`src/rtl/branch_resolve_unit.sv`:
```
// Pipelined RISC-V conditional-branch resolver: taken, redirect PC and mispredict over valid/ready.
// Optional resolved/mispredict counters are compiled in with `define BRANCH_STATS_EN.
module branch_resolve_unit #(
    parameter int unsigned XLEN       = 32,
    parameter int unsigned PIPE_DEPTH = 1,
    parameter int unsigned CNT_W      = 16
) (
    input  logic             clk,
    input  logic             rst_n,
    input  logic             in_valid,
    output logic             in_ready,
    input  logic             flush,
    input  logic             is_branch,
    input  logic [2:0]       branch_type,
    input  logic [XLEN-1:0]  a,
    input  logic [XLEN-1:0]  b,
    input  logic [XLEN-1:0]  pc,
    input  logic [XLEN-1:0]  imm,
    input  logic             pred_taken,
    output logic             out_valid,
    input  logic             out_ready,
    output logic             taken,
    output logic             mispredict,
    output logic [XLEN-1:0]  redirect_pc,
    output logic             illegal,
    output logic [CNT_W-1:0] stat_branches,
    output logic [CNT_W-1:0] stat_mispredicts
);

    localparam int unsigned LAST = PIPE_DEPTH - 1;

    typedef struct packed {
        logic            taken;
        logic            mispredict;
        logic            illegal;
`ifdef BRANCH_STATS_EN
        logic            counted;
`endif
        logic [XLEN-1:0] redirect_pc;
    } stage_t;

    logic [PIPE_DEPTH-1:0] vld_q, vld_d;
    stage_t                pay_q [PIPE_DEPTH];
    stage_t                pay_d [PIPE_DEPTH];
    logic [PIPE_DEPTH-1:0] can_take;
    stage_t                res;

    logic eq, lt, ltu, cond, legal, taken_c;

    always_comb begin
        eq      = (a == b);
        lt      = ($signed(a) < $signed(b));
        ltu     = (a < b);
        cond    = 1'b0;
        legal   = 1'b1;
        case (branch_type)
            3'b000:  cond = eq;
            3'b001:  cond = !eq;
            3'b100:  cond = lt;
            3'b101:  cond = !lt;
            3'b110:  cond = ltu;
            3'b111:  cond = !ltu;
            default: legal = 1'b0;
        endcase
        taken_c         = is_branch && legal && cond;
        res             = '0;
        res.taken       = taken_c;
        res.illegal     = is_branch && !legal;
        res.mispredict  = taken_c ^ pred_taken;
`ifdef BRANCH_STATS_EN
        res.counted     = is_branch && legal;
`endif
        res.redirect_pc = taken_c ? (pc + imm) : (pc + XLEN'(4));
    end

    // A stage can load when it is empty or its occupant moves on; evaluated from the output backwards.
    always_comb begin
        can_take = '0;
        for (int unsigned i = PIPE_DEPTH; i > 0; i--) begin
            if (i == PIPE_DEPTH)
                can_take[i-1] = !vld_q[i-1] || out_ready;
            else
                can_take[i-1] = !vld_q[i-1] || can_take[i];
        end
    end

    assign in_ready = can_take[0];

    always_comb begin
        vld_d = vld_q;
        for (int unsigned i = 0; i < PIPE_DEPTH; i++)
            pay_d[i] = pay_q[i];

        if (flush) begin
            vld_d = '0;
        end else begin
            if (can_take[0]) begin
                vld_d[0] = in_valid;
                if (in_valid)
                    pay_d[0] = res;
            end
            for (int unsigned i = 1; i < PIPE_DEPTH; i++) begin
                if (can_take[i]) begin
                    vld_d[i] = vld_q[i-1];
                    if (vld_q[i-1])
                        pay_d[i] = pay_q[i-1];
                end
            end
        end
    end

    always_ff @(posedge clk or negedge rst_n) begin
        if (!rst_n) begin
            vld_q <= '0;
            for (int unsigned i = 0; i < PIPE_DEPTH; i++)
                pay_q[i] <= '0;
        end else begin
            vld_q <= vld_d;
            for (int unsigned i = 0; i < PIPE_DEPTH; i++)
                pay_q[i] <= pay_d[i];
        end
    end

    assign out_valid   = vld_q[LAST];
    assign taken       = pay_q[LAST].taken;
    assign mispredict  = pay_q[LAST].mispredict;
    assign illegal     = pay_q[LAST].illegal;
    assign redirect_pc = pay_q[LAST].redirect_pc;

`ifdef BRANCH_STATS_EN
    logic [CNT_W-1:0] br_cnt_q, br_cnt_d;
    logic [CNT_W-1:0] mp_cnt_q, mp_cnt_d;

    // Handshake counts even when it coincides with flush; counters saturate.
    always_comb begin
        br_cnt_d = br_cnt_q;
        mp_cnt_d = mp_cnt_q;
        if (out_valid && out_ready && pay_q[LAST].counted) begin
            if (br_cnt_q != '1)
                br_cnt_d = br_cnt_q + 1'b1;
            if (pay_q[LAST].mispredict && (mp_cnt_q != '1))
                mp_cnt_d = mp_cnt_q + 1'b1;
        end
    end

    always_ff @(posedge clk or negedge rst_n) begin
        if (!rst_n) begin
            br_cnt_q <= '0;
            mp_cnt_q <= '0;
        end else begin
            br_cnt_q <= br_cnt_d;
            mp_cnt_q <= mp_cnt_d;
        end
    end

    assign stat_branches    = br_cnt_q;
    assign stat_mispredicts = mp_cnt_q;
`else
    assign stat_branches    = '0;
    assign stat_mispredicts = '0;
`endif

endmodule

```
`config.mk`:
```
export PLATFORM = sky130hd
export DESIGN_NAME = branch_resolve_unit
export DESIGN_NICKNAME = d
export VERILOG_FILES = /design/src/rtl/branch_resolve_unit.sv
export SDC_FILE = /design/constraint.sdc
export NUM_CORES = 1
export LEC_CHECK = 0
export CAP_MARGIN = 40
export CORE_UTILIZATION = 44
export CTS_CLUSTER_SIZE = 30
export DETAILED_ROUTE_END_ITERATION = 10
export GPL_TIMING_DRIVEN = 0
export PLACE_DENSITY = 0.88
export SLEW_MARGIN = 30
export SYNTH_ARGS = -nofsm -noshare
export SYNTH_HDL_FRONTEND = slang
export SYNTH_SLANG_ARGS = --single-unit
```
`constraint.sdc`:
```
create_clock -name clk -period 2 [get_ports clk]
set_input_delay 0.4 -clock clk [delete_from_list [all_inputs] [get_ports clk]]
set_output_delay 0.4 -clock clk [all_outputs]
set_load 0.01 [all_outputs]
```
==> results.md, run 1 <==
* Congestion Overflow GR at 0
* GP Congestion at between 0.8 and 0.9
* Critical Path Source Type: primary input
* Post-Syn Area at 4840 um2
* Reg clk slew, reported paths at 0.08 ns
* Max incr delay on CP at 0.53 ns
* Largest net degree at the start of global routing at 20
* Starting Density at 46.0%
* Cell mode on critical path: buf_4
* Crit path time final at 2.79 ns
* Max_cap viols at 0
* 1st-iter DRT viols at 403
* Fmax at around 360 MHz
* CP max-delay cell: clkdlybuf4s50_1
* Max VDD drop at just over 0.3 mV
* Area post-placement at 7220 um2
* Cts bufs inserted at 5
* Die W at 107 um
* H-tree Lvls at 2
* Top FF cell, synth: dfrtp_1
* Die Area at 11400 um2
* # diodes at 0
* Min-Delay Path Class: in2async
* Area Growth Syn to Fin at 79.4%
* Clock Skews at roughly 0.0064 ns
* Most frequent cells in the layout: buf_4, clkdlybuf4s50_1, nand2_1
* Distinct cells, synth at between 50 and 60
* Pwr Total at 4.11 mW
* Site row count at 37
* Number of global-route vias before repair at around 6k
* First-pass GRT wire length at 30.6 mm
* Max Transition Viols Final at 0
* Core area at approximately 11000 um2
* Final TNS setup at -23.96 ns
* Ports at 207
* Initial antenna violation count at 0
* Root Driver: clkbuf_8
* Avg Cell Area, Syn at 7.70 um2
* Global-route usage over all layers at 34.6%
* CP required at 2.17 ns
* Routed via count at 6200
* Final Hold Viols at 0
* Register area share after synthesis at 18.6%
* Crit Path Category: in2reg
* Failing checks: negative setup slack
* Setup violators final at 34
* Post-synth EDFFs at 0
* Period utilization at 140%
* CTS tree: yes
* Post-DR wirelength/cell at 21.4 um
* Worst setup margin at -0.793 ns
* Run status: finished, violations left
* Ys async rst share at 100%
* Ys Warns at 0
* Post-route core utilization at between 80% and 90%
* Syn Inst Count at around 630
* Worst path arrival time at 2.96 ns
* Final Instance Area at 8680 um2
* Critical path capture point type: register
* Slew margin rel. at around 47%
* Chip height at 107 um
* Worst-path maximum fanout at 5
* # clock sinks at 36
* Pre-CTS WS at -1.63 ns
* LEAKAGE at 3.77 nW
* Fin nets at 1090
* DP HPWL at 12.9 mm
* Unrepaired setup endpoints after global routing: yes
* Clock buffer depth at 2
* Post-route ant nets at 0
* Drt pass-1 iters at 4
* Via/cell ratio at 6.06
* Least-Margin Pin Slew at 0.788 ns
* # port buffers at 174
* Worst-Skew Late Latency at 0.31 ns
* DRC at 0
* Worst-path cell chain: clkdlybuf4s50_1, ha_4, and3_1, nand3_2, a21oi_2, a211o_1, o31ai_4, buf_4, buf_4, buf_4, xnor2_1, a21oi_2, o21ai_1
* #FFs+latches synth at 36
* PwrDens at 474 nW/um2
* Layout cell share with drive strength beyond 1 at 38.2%
* WL final at 21.9 mm
## where the power goes
group | internal (mW) | switching, mW
Combinational | 1.27 | 1.27
Clock | 0.308 | 0.304
Sequential | 0.861 | 0.0955
## cells by family after synthesis
logic type,after synthesis,share of synthesized area (%)
and+or+nand+nor,200,20.1
AOI/OAI and AO/OA,168,22.2
buffers and inverters,96,10.7
adders and majority gates,65,17.0
xor gates and xnor gates,56,10.1
DFF,36,18.6
muxes,6,1.24
other,1,0.0775
## critical path, delay by kind of cell
| kind | cells | cell delay [ns] |
|---|---|---|
| buf+inv | 4 | 0.94 |
| compound gates | 5 | 0.69 |
| xor+xnor | 1 | 0.13 |
| simple gates | 2 | 0.44 |
| fa+ha+maj | 1 | 0.35 |
## final timing paths
check                             endpoint  cells past startpoint      start  slack (ns)
min                         redirect_pc[0]                      1      rst_n        0.05
min reg2reg                          taken                      2      taken        0.48
max reg2reg                redirect_pc[23]                      7  out_valid        0.01
max                        redirect_pc[27]                     13     pc[22]       -0.79
min in group clk            redirect_pc[0]                      3      pc[0]        0.38
max in group asynchronous  redirect_pc[26]                      2      rst_n        1.46
## registers in the layout, summed over array words and instances, names as in the netlist
signal / flops
out_valid: 1
mispredict: 1
taken: 1
illegal: 1
redirect_pc: 32
## Yosys cell counts (5+ instances only)
library cell	n	area (um2)
nor2b_1	5	31.3
a21o_1	11	82.6
xor2_1	25	219
dfrtp_1	36	901
ha_1	64	801
inv_1	44	165
clkbuf_1	11	41.3
a21oi_1	63	315
nor2_1	37	139
nand4_1	18	113
o21a_1	8	60.1
nor3_1	14	70.1
mux2i_1	6	60.1
o21ai_0	19	95.1
nand3_1	34	170
xnor2_1	31	272
o31ai_1	5	37.5
a31oi_1	5	31.3
buf_4	33	248
nand2_1	63	236
and3_1	10	62.6
o21ai_1	24	120
## metrics by stage
stage | std cells | hold slack, ns
final | 1023 | 0.0506
after global routing | 1023 | 0.0815
after CTS | 1010 | 0.0590
after detailed placement | 970 | 0.388
after global placement | 969 | 0.460
after floorplan | 659 | 0.104
## final cells by class
| class | count | area [um2] |
|---|---|---|
| Buffer | 49 | 394 |
| Clock buffer | 7 | 96.3 |
| Fill cell | 596 | 1830 |
| Inverter | 45 | 221 |
| Multi-Input combinational cell | 527 | 4770 |
| Sequential cell | 36 | 901 |
| Tap cell | 136 | 170 |
| Timing Repair Buffer | 223 | 2130 |
## routing by layer
| layer | wire [um] | global-route usage, % |
|---|---|---|
| met1 | 7350 | 34.7 |
| met2 | 11200 | 66.2 |
| met3 | 1850 | 5.29 |
| met4 | 1440 | 21.2 |
| met5 | 0 | 0 |
## repair_timing
item	CTS	global route
pin swaps	74	49
endpoints found under the setup margin	36	35
gates resized for setup	424	67
gates cloned	5	0
hold buffers	0	0
setup buffers	30	15
Note: power is estimated with default switching activity, not from simulation.
==> run 2: changes to the inputs <==
Settings changed: CAP_MARGIN 40 to 20, SKIP_LAST_GASP set to 1.
==> run 2 against run 1 <==
Against the previous run:
- fmax decreased by 0.59%
- clock skew decreased by 0.0033 ns
- the run still ends with negative setup slack left
- die area unchanged
- via count decreased by 2.1%
- cell count decreased by 0.68%
- routed wire length decreased by 4.4%
- sequential power about the same
- global-route usage decreased by 0.82 points
- sequential share of layout area increased by 0.066 points
==> results.md, run 2 (same netlist as run 1, synthesis figures left out) <==
* WL final at 20.9 mm
* CTS Hold Bufs at 0
* Worst-Skew Late Latency at 0.30 ns
* Critical path capture point type: register
* Reg clk slew, reported paths at approximately 0.08 ns
* Final Hold Viols at 0
* Congestion Overflow GR at 0
* FF-to-FF setup slack at 0.07 ns
* Via/cell ratio at 5.98
* Site row count at 37
* Area Growth Syn to Fin at 78.3%
* Slew margin rel. at 48.7%
* Period utilization at 140%
* Worst-path cell chain: dlygate4sd2_1, ha_4, and3_4, and4_4, a32oi_4, buf_6, nand3_2, a31o_4, a21o_1, a21oi_2, xor2_2, nor3_4, a211o_1
* Chip height at 107 um
* # port buffers at around 170
* Die Area at between 10000 and 15000 um2
* Die W at ~110 um
* Drt pass-1 iters at 7
* Root Driver: clkbuf_8
* Number of global-route vias before repair at 6066
* 1st-iter DRT viols at 328
* H-tree Lvls at 2
* Area post-placement at 7220 um2
* Unrepaired setup endpoints after global routing: yes
* Crit path time final at 2.81 ns
* Fmax at 356 MHz
* Max incr delay on CP at 0.29 ns
* Clock buffer depth at 2
* Initial antenna violation count at 0
* Routed via count at 6071
* Core area at 10500 um2
* Starting Density at 46.0%
* Fin nets at 1083
* PwrDens at approximately 470 nW/um2
* Worst path arrival time at 3.00 ns
* Least-Margin Pin Slew at 0.770 ns
* Levels on crit path at 13
* Layout cell share with drive strength beyond 1 at 37.3%
* Pwr Total at 4.05 mW
* Final Instance Area at roughly 8600 um2
* CP required at 2.19 ns
* First-pass GRT wire length at about 30 mm
* Crit Path Category: in2reg
* Post-DR wirelength/cell at 20.6 um
* Min-Delay Path Class: in2async
* Max Transition Viols Final at 0
* Global-route usage over all layers at between 30% and 40%
* Post-route ant nets at 0
* CP Buf/Inv Count at 2
* # clock sinks at 36
* CTS tree: yes
* Largest net degree at the start of global routing at 20
* CP delay by family, top: compound AO/OA/AOI/OAI gates
* CP max-delay cell: a211o_1
* Clock Skews at between 0.003 and 0.004 ns
* R2R depth at 7
* Run status: finished, violations left
* R2R Path Start: out_valid
* Worst-path maximum fanout at 5
* Worst setup margin at -0.809 ns
* Pre-CTS WS at -1.63 ns
* Max VDD drop at 0.305 mV
* DRC at 0
* Cts bufs inserted at 5
* Failing checks: negative setup slack
* LEAKAGE at 3.76 nW
* Reg-to-Reg End: redirect_pc[26]
* Ports at slightly above 200
* Max reg flops at 32
* Critical Path Source Type: primary input
* Final TNS setup at -23.75 ns
* DP HPWL at between 10 and 15 mm
* Max_cap viols at 0
* Most common cell after layout, fill and taps aside: clkdlybuf4s50_1
* GP Congestion at 0.898
* Setup violators final at 34
* Most frequent cells in the layout: clkdlybuf4s50_1, buf_4, nand2_1
* # diodes at 0
run 2: cell count changes in the layout (fill, tap and decap cells not counted), sizes merged:
cell,before,now
buf,137,131
clkbuf,21,20
clkdlybuf4s15,10,9
dlygate4sd2,34,32
dlymetal6s2s,7,10
run 2: routing by layer:
metal	GRT usage [%]	wire, um	vias to the layer above
met5	0	0	-
met4	18.0	1180	0
met3	5.71	1610	114
met2	65.9	11000	410
met1	33.6	7110	2854
li1	-	-	2693
run 2: power by group:
| part | total [mW] | internal (mW) | switching (mW) |
|---|---|---|---|
| logic | 2.49 | 1.26 | 1.23 |
| clock network | 0.603 | 0.308 | 0.295 |
| registers | 0.957 | 0.861 | 0.0961 |
| total | 4.05 | 2.43 | 1.62 |
run 2: layout make-up:
type / count / area (um2)
plain buffers: 49 / 394
inverters: 45 / 221
fillers: 601 / 1880
multi-input cells: 527 / 4740
clock buffers: 7 / 96.3
well taps: 136 / 170
repair buffers: 216 / 2100
flip-flops and latches: 36 / 901
run 2: worst reg2reg max path: stages (launching register included):
cell and delay, ns:
dfrtp_1 0.36, nor2b_2 0.19, inv_1 0.09, nand3b_1 0.20, clkbuf_1 0.62, nor3_2 0.11, a21oi_1 0.14, o31ai_1 0.09
run 2: worst max-delay path by stage:
stage / end / start / slack, ns
floorplan: redirect_pc[31] / b[14] / -0.58
global placement: redirect_pc[30] / pc[2] / -1.53
detailed placement: redirect_pc[30] / pc[2] / -1.63
CTS: redirect_pc[17] / b[5] / -0.72
global route: redirect_pc[29] / b[25] / -0.87
finish: redirect_pc[19] / imm[12] / -0.81
run 2: stage by stage:
step / utilization, % / cells / hold WS [ns]
2_1_floorplan: - / 659 / 0.104
3_3_place_gp: 68.5 / 969 / 0.460
3_5_place_dp: 68.7 / 970 / 0.388
4_1_cts: 79.1 / 1010 / 0.0590
5_1_grt: 82.1 / 1016 / 0.0834
6_report: 82.1 / 1016 / 0.0595
run 2: repair_timing:
| item | in CTS | in global routing |
|---|---|---|
| setup buffers | 30 | 8 |
| endpoints found under the setup margin | 36 | 35 |
| pin swaps | 74 | 41 |
| resized for setup | 415 | 70 |
| gates cloned | 5 | 0 |
| hold endpoints to repair | 0 | 0 |
==> run 3: changes to the inputs <==
Settings changed: CORE_MARGIN set to 4, CTS_CLUSTER_DIAMETER set to 120, CTS_CLUSTER_SIZE 30 to unset.
==> run 3 against run 2 <==
Against the previous run:
- the flow still finishes with violations (negative setup slack)
- clock-buffer cell count fell by 2
- register-to-register slack got worse by 0.08 ns
- non-clock buffer count rose by 3
- sequential power barely moved
- largest cell class unchanged
==> results.md, run 3 (same netlist as run 1, synthesis figures left out) <==
* Chip height at about 110 um
* CP delay by family, top: buffers and inverters
* Worst hold margin at 0.479 ns
* # clock sinks at 36
* Ports at just over 200
* CP required at approximately 2.2 ns
* Failing checks: negative setup slack
* Worst setup margin at -0.848 ns
* 1st-iter DRT viols at 504
* PwrDens at 459 nW/um2
* Layout cell share with drive strength beyond 1 at roughly 38%
* Min-Delay Path Class: in2reg
* Pre-CTS WS at -1.56 ns
* Max_cap viols at 0
* Fin nets at 1086
* Worst-path cell chain: buf_2, inv_1, ha_4, nand4_1, buf_4, nor4_4, buf_4, o31ai_4, a31o_1, mux2i_1, o31a_1, buf_8, buf_12, mux2i_4, o21ai_2
* Max Transition Viols Final at 0
* H-tree Lvls at 2
* Crit path time final at 2.85 ns
* Run status: finished, violations left
* Reg clk slew, reported paths at 0.08 ns
* Critical path capture point type: register
* Slew margin rel. at 56.1%
* LEAKAGE at 3.78 nW
* Worst-path maximum fanout at 7
* Die W at ~110 um
* Fmax at 351 MHz
* Global-route usage over all layers at 27.7%
* Finished Layout Cells at 1024
* CP Buf/Inv Count at 6
* Area Growth Syn to Fin at 77.5%
* Worst-Skew Late Latency at 0.29 ns
* Clock Skews at 0.00384 ns
* Post-route ant nets at 0
* Cts bufs inserted at 5
* Core area at 10800 um2
* Most frequent cells in the layout: clkdlybuf4s50_1, buf_4, nand2_1
* WL final at 20.4 mm
* CTS tree: yes
* DP HPWL at 12.9 mm
* Max incr delay on CP at 0.32 ns
* Clock buffer depth at 2
* Root Driver: clkbuf_8
* Drt pass-1 iters at 5
* Fillers at 653
* DRC at 0
* Post-DR wirelength/cell at 19.9 um
* Placed Cells at 974
* Max reg flops at 32
* Final Hold Viols at 0
* Setup violators final at 34
* Least-Margin Pin Slew at 0.659 ns
* Largest net degree at the start of global routing at 29
* Routed via count at 5930
* Congestion Overflow GR at 0
* Cell mode on critical path: buf_4
* Initial antenna violation count at 1
* Critical Path Source Type: primary input
* CP max-delay cell: nor4_4
* Number of global-route vias before repair at 5803
* Via/cell ratio at 5.79
* Max VDD drop at 0.298 mV
* Post-route core utilization at 79.6%
* # port buffers at around 170
* Period utilization at 142%
* Site row count at 38
* Most common cell after layout, fill and taps aside: clkdlybuf4s50_1
* Die Area at about 13000 um2
* Crit Path Category: in2reg
* GP Congestion at 0.910
* Worst path arrival time at 3.01 ns
* Unrepaired setup endpoints after global routing: yes
* First-pass GRT wire length at 28.7 mm
* Starting Density at 44.8%
## run 3: worst paths after layout
kind                       slack [ns]  cells after the start      startpoint         endpoint
max                             -0.85                     15           b[24]  redirect_pc[18]
min                              0.48                      3           pc[0]   redirect_pc[0]
max reg2reg                     -0.01                      7       out_valid   redirect_pc[4]
min reg2reg                      0.48                      2  redirect_pc[1]   redirect_pc[1]
max in group asynchronous        1.03                      3           rst_n  redirect_pc[17]
min in group asynchronous        0.54                      2           rst_n   redirect_pc[3]
## run 3: cell type report
class                      instances  area (um2)  share of cell area [%]
multi-input combinational        527        4780                    55.7
timing repair buffer             220        2050                    23.8
sequential                        36         901                    10.5
buffer                            48         383                    4.46
inverter                          45         216                    2.52
tap                              140         175                    2.04
clock buffer                       5        68.8                   0.801
clock inverter                     2        12.5                   0.146
antenna                            1        2.50                  0.0291
## run 3: tightest hold or removal path: stages
cell     delay [ns]
buf_2          0.15
mux2i_4        0.08
o21ai_1        0.11
## run 3: stage by stage
stage / instance area, um2 / power [mW] / setup TNS, ns
after floorplan: 5290 / 1.99 / -18.07
after global placement: 7200 / 2.80 / -58.74
after detailed placement: 7220 / 2.85 / -48.54
after CTS: 8060 / 3.62 / -20.92
after global routing: 8590 / 4.14 / -30.46
final: 8590 / 3.95 / -26.44
## run 3: what timing repair did
action                     4_1_cts  5_1_grt
hold endpoints to repair         8        0
setup buffers                   30       12
gates cloned                     6        0
hold buffers                     1        0
pin swaps                       58       44
resized for setup              376      123
setup endpoints to repair       35       36
## run 3: report_power, final
| part | switching (mW) | internal, mW | leakage (nW) |
|---|---|---|---|
| Clock | 0.276 | 0.236 | 0.0400 |
| Combinational | 1.23 | 1.25 | 3.29 |
| Sequential | 0.0965 | 0.861 | 0.448 |
## run 3: per-layer routing
layer / wire (um) / GRT usage (%) / up-vias / share of wire, %
li1: - / - / 2691 / -
met5: 0 / 0 / - / 0
met4: 1050 / 11.7 / 0 / 5.1
met1: 7200 / 30.9 / 2773 / 35
met3: 1510 / 3.80 / 102 / 7.4
met2: 10700 / 52.2 / 364 / 52
